$ cat src/rtl/fifo_fwft_unpacker_if.sv
// FWFT FIFO read side plus narrow valid/ready slice stream of the unpacker.
// master is the unpacker; slave is the FIFO/consumer environment.
interface fifo_fwft_unpacker_if #(
  parameter int IN_WIDTH  = 64,
  parameter int OUT_WIDTH = 16
);
  logic [IN_WIDTH-1:0]  fifo_data;
  logic                 fifo_empty;
  logic                 fifo_pop;
  logic                 flush;
  logic [OUT_WIDTH-1:0] out_data;
  logic                 out_valid;
  logic                 out_ready;
  logic                 out_last;
  logic                 busy;

  modport master (
    input  fifo_data, fifo_empty, flush, out_ready,
    output fifo_pop, out_data, out_valid, out_last, busy
  );

  modport slave (
    output fifo_data, fifo_empty, flush, out_ready,
    input  fifo_pop, out_data, out_valid, out_last, busy
  );
endinterface

$ cat src/rtl/fifo_fwft_unpacker.sv
// Pops wide FWFT FIFO words and emits NUM_SPLIT narrow slices each; slice 0 one cycle after pop.
// Stalls (holding slice and last) while out_ready is low; next pop overlaps the last slice.
module fifo_fwft_unpacker #(
  parameter int    IN_WIDTH  = 64,
  parameter int    OUT_WIDTH = 16,
  parameter int    NUM_SPLIT = IN_WIDTH / OUT_WIDTH,
  parameter int    CNT_WIDTH = (NUM_SPLIT > 1) ? $clog2(NUM_SPLIT) : 1,
  parameter string ORDER     = "LSB_FIRST"
) (
  input  logic                 clk,
  input  logic                 reset,
  fifo_fwft_unpacker_if.master bus
);

  localparam bit                   MSB_FIRST = (ORDER == "MSB_FIRST");
  localparam logic [CNT_WIDTH-1:0] LAST_CNT  = CNT_WIDTH'(NUM_SPLIT - 1);

  logic [IN_WIDTH-1:0]  hold;
  logic                 hold_valid;
  logic [CNT_WIDTH-1:0] cnt;
  logic                 last;
  logic                 accept;
  logic                 done;
  logic                 pop;

  assign last   = hold_valid && (cnt == LAST_CNT);
  assign accept = hold_valid && bus.out_ready;
  assign done   = accept && last;
  // Gated by reset so a non-empty FIFO is never popped while the block is held in reset.
  assign pop    = reset && !bus.fifo_empty && !bus.flush && (!hold_valid || done);

  assign bus.fifo_pop  = pop;
  assign bus.out_valid = hold_valid;
  assign bus.busy      = hold_valid;
  assign bus.out_last  = last;
  assign bus.out_data  = MSB_FIRST ? hold[IN_WIDTH-1 -: OUT_WIDTH] : hold[OUT_WIDTH-1:0];

  always_ff @(posedge clk or negedge reset) begin
    if (!reset) begin
      hold       <= '0;
      hold_valid <= 1'b0;
      cnt        <= '0;
    end else if (bus.flush) begin
      hold_valid <= 1'b0;
      cnt        <= '0;
    end else if (pop) begin
      hold       <= bus.fifo_data;
      hold_valid <= 1'b1;
      cnt        <= '0;
    end else if (done) begin
      hold_valid <= 1'b0;
      cnt        <= '0;
    end else if (accept) begin
      cnt  <= cnt + CNT_WIDTH'(1);
      hold <= MSB_FIRST ? (hold << OUT_WIDTH) : (hold >> OUT_WIDTH);
    end
  end

endmodule
$ cat src/flat_wrapper.sv
// flat-port wrapper written by rule: the top's interface ports become plain ports
module fifo_fwft_unpacker_flat 
#(
  parameter int    IN_WIDTH  = 64,
  parameter int    OUT_WIDTH = 16,
  parameter int    NUM_SPLIT = IN_WIDTH / OUT_WIDTH,
  parameter int    CNT_WIDTH = (NUM_SPLIT > 1) ? $clog2(NUM_SPLIT) : 1,
  parameter string ORDER     = "         "
)
  (clk, reset, bus_fifo_data, bus_fifo_empty, bus_flush, bus_out_ready, bus_fifo_pop, bus_out_data, bus_out_valid, bus_out_last, bus_busy);
  fifo_fwft_unpacker_if #(.IN_WIDTH(IN_WIDTH), .OUT_WIDTH(OUT_WIDTH)) bus_i ();
  input  logic clk;
  input  logic reset;
  input wire logic [$bits(bus_i.fifo_data)-1:0] bus_fifo_data;
  input wire logic [$bits(bus_i.fifo_empty)-1:0] bus_fifo_empty;
  input wire logic [$bits(bus_i.flush)-1:0] bus_flush;
  input wire logic [$bits(bus_i.out_ready)-1:0] bus_out_ready;
  output wire logic [$bits(bus_i.fifo_pop)-1:0] bus_fifo_pop;
  output wire logic [$bits(bus_i.out_data)-1:0] bus_out_data;
  output wire logic [$bits(bus_i.out_valid)-1:0] bus_out_valid;
  output wire logic [$bits(bus_i.out_last)-1:0] bus_out_last;
  output wire logic [$bits(bus_i.busy)-1:0] bus_busy;
  assign bus_i.fifo_data = bus_fifo_data;
  assign bus_i.fifo_empty = bus_fifo_empty;
  assign bus_i.flush = bus_flush;
  assign bus_i.out_ready = bus_out_ready;
  assign bus_fifo_pop = bus_i.fifo_pop;
  assign bus_out_data = bus_i.out_data;
  assign bus_out_valid = bus_i.out_valid;
  assign bus_out_last = bus_i.out_last;
  assign bus_busy = bus_i.busy;
  fifo_fwft_unpacker #(.IN_WIDTH(IN_WIDTH), .OUT_WIDTH(OUT_WIDTH), .NUM_SPLIT(NUM_SPLIT), .CNT_WIDTH(CNT_WIDTH), .ORDER(ORDER)) u_core (.clk(clk), .reset(reset), .bus(bus_i));
endmodule
$ cat config.mk
export PLATFORM = sky130hd
export DESIGN_NAME = fifo_fwft_unpacker_flat
export DESIGN_NICKNAME = d
export VERILOG_FILES = /design/src/rtl/fifo_fwft_unpacker_if.sv /design/src/rtl/fifo_fwft_unpacker.sv /design/src/flat_wrapper.sv
export SDC_FILE = /design/constraint.sdc
export NUM_CORES = 1
export LEC_CHECK = 0
export ABC_AREA = 1
export CAP_MARGIN = 20
export CORE_ASPECT_RATIO = 1.2
export CORE_MARGIN = 8
export CORE_UTILIZATION = 63
export DETAILED_ROUTE_END_ITERATION = 16
export DONT_BUFFER_PORTS = 1
export PLACE_DENSITY = 0.81
export REMOVE_ABC_BUFFERS = 1
export SETUP_SLACK_MARGIN = 0.05
export SYNTH_ARGS = -nofsm -noshare
export SYNTH_HDL_FRONTEND = slang
export SYNTH_SLANG_ARGS = --single-unit
$ cat constraint.sdc
create_clock -name clk -period 2.55 [get_ports clk]
set_clock_uncertainty 0.1 [all_clocks]
set_input_delay 0.765 -clock clk [delete_from_list [all_inputs] [get_ports clk]]
set_output_delay 0.765 -clock clk [all_outputs]
set_load 0.01 [all_outputs]
==> results.py <==
metrics = {
    "drt": {
        "drc": 0,
        "wl_per_cell_microns": 14.84,
        "vias": 2813,
        "first_iter_violations": 209,
        "dr.pass1.iters": 4,
        "ant_nets": 0,
        "viasPerCell": 5.410,
        "wirelength_mm": 7.718,
    },
    "critical_path": {
        "required_ps": 1690,
        "cp.arrival_ps": 1420,
        "crit_fanout": 3,
        "critPathKind": "reg2out",
        "end_kind": "output pin",
        "start_kind": "flip-flop",
    },
    "power": {
        "p_total_uw": 2981,
        "ir_drop_mv": 0.5559,
        "power_leakage_uw": 0.002034,
        "powerDensity_nw_per_um2": 861.9,
    },
    "final_layout": {
        "diodes": 0,
        "fillers": 489,
        "drive_gt1_share_pct": 5.677,
        "nets": 523,
        "final_util_pct": 65.28,
        "syn_to_final_growth_pct": -0.1083,
        "design_area_sq_um": 3458,
        "stdcell_count": 520,
    },
    "floorplanning": {
        "dieArea_sq_um": 8133,
        "start_util_pct": 65.35,
        "rows": 29,
        "die_h_microns": 97.21,
        "dieWidth_microns": 83.67,
        "design.core.area_sq_um": 5298,
        "ios": 89,
    },
    "clock_tree": {
        "clock_latency_ps": 320,
        "cts_tree": "yes",
        "cts_max_level": 3,
        "clk_pin_slew_ps": 70,
        "cts_resized": 0,
        "clockRootBuffer": "clkbuf_8",
        "postCtsSetupRepairBufs": 0,
        "cts.path.max_buffers": 2,
        "numClockSinks": 67,
        "cts-buffers-inserted": 9,
        "ctsHoldBuffers": 0,
    },
    "synthesis": {
        "ys_types": 18,
        "synth_common_cells": "300 x nand2_1, 67 x dfrtp_1, 51 x nand3_1, 29 x buf_4, 11 x buf_2",
        "synth_async_sr_flop_share_pct": 100.0,
        "synth.most_common_cell": "nand2_1",
        "synth.avg_cell_area_sq_um": 7.228,
        "synthFlopType": "dfrtp_1",
        "synth_top_area_share_pct": 48.43,
        "synthTopCellsByArea": "dfrtp_1 48%, nand2_1 33%, nand3_1 7.4%, buf_4 6.3%, buf_2 1.6%",
        "ys_seq_area_share_pct": 48.43,
        "syn_area_sq_um": 3462,
        "ys.warnings.count": 0,
        "synth_edf_count": 0,
        "syn-instance-count": 479,
        "synth_seq_cells": 67,
        "synth_top_cell_by_area": "dfrtp_1",
    },
    "place": {
        "dp.cells": 504,
        "place_area_sq_um": 3286,
        "routabilityCongestion": 0.7522,
        "io_buffers": 0,
        "hpwl_mm": 4.893,
    },
    "global_routing": {
        "track_usage_pct": 20.00,
        "grt_max_degree": 71,
        "grt_antenna_before_repair": 0,
        "overflow": 0,
        "grt_pass1_vias": 2939,
        "grt_first_pass_wirelength_mm": 13.57,
    },
    "sta": {
        "layout_min_cycle_time_ps": 2289,
        "max_freq_mhz": 437.0,
        "rsz0062_at_grt": "no",
        "relSlewSlack_pct": 65.21,
        "hold_viol": 0,
        "min_period_over_period_pct": 89.75,
        "finalSetupViolations": 0,
        "finalMaxSlewViolations": 0,
        "tightest_slew_ps": 521.9,
    },
    "hold_path": {
        "worstHoldPathType": "in2async",
    },
    "flow_run": {
        "cap_viol_max_count": 0,
    },
    "status": {
        "outcome": "complete, no violations",
    },
}
[kinds of logic after synthesis]
kind of cell / share of synthesized area (%)
flops: 48.43
simple gates: 40.73
buf+inv: 10.05
compound gates: 0.4336
fa+ha+maj: 0.3613
[critical path: stages (launching register included)]
cell,delay [ps]
dfrtp_1,400
ha_1,220
nand3_1,100
nand2_1,90
nand2_2,110
clkinv_1,190
[power by group]
part,switching [uW],leakage [uW],internal [uW],total (uW)
logic,348,0.00107,241,589
registers,239,0.000872,1380,1620
clock network,365,0.0000905,405,769
total,952,0.00203,2030,2980
[cells in the final DEF, fill, tap and decap left out, drive strengths merged]
cell / synthesis / layout
a21oi: 1 / 1
ha: 1 / 1
nor2: 2 / 2
or2: 1 / 1
inv: 6 / 6
nand2: 301 / 301
buf: 44 / 8
clkinv: 1 / 3
nand4: 1 / 1
clkbuf: 1 / 14
o21ai: 2 / 2
nand3: 51 / 51
dfrtp: 67 / 67
[registers in the layout (all words and copies together), names as in the netlist]
signal / count
u_core.bus.busy: 1
u_core.cnt: 2
u_core.hold: 64
[path summary, 6_finish.rpt]
path                            startpoint               to  slack (ps)  cells past startpoint
max                          u_core.cnt[0]     bus_fifo_pop         260                      5
min                                  reset  u_core.bus.busy          30                      0
max reg2reg                  u_core.cnt[0]  u_core.hold[18]         700                      9
min reg2reg                u_core.hold[56]  u_core.hold[56]         370                      2
max in group asynchronous            reset  u_core.hold[12]        2210                      0
min in group clk           u_core.hold[56]  u_core.hold[56]         370                      2
[metal layers]
layer	global-route usage, %	wire length [microns]	part of all wire, %	vias up
met2	32.96	3925	51	83
met5	0	0	0	-
met3	6.628	531	6.9	7
met4	7.457	86	1.1	0
met1	23.46	3174	41	1316
li1	-	-	-	1407
[area by class of cell]
type	instances	area, sq um	area share [%]
well taps	62	77.57	2.243
repair buffers	8	60.06	1.737
clock inverters	2	10.01	0.2894
clock buffers	14	162.7	4.703
inverters	7	26.28	0.7598
multi-input cells	360	1445	41.79
flip-flops and latches	67	1677	48.48
[through the flow]
step | hold WS, ps | worst slack (ps) | TNS, ps
global placement | 353.2 | 465.4 | 0
finish | 27.41 | 261.4 | 0
detailed placement | 358.5 | 461.2 | 0
floorplan | 342.2 | -1229 | -36240
CTS | 10.98 | 225.8 | 0
global route | 0.03458 | 143.0 | 0
(Power assumes the default switching activity.)
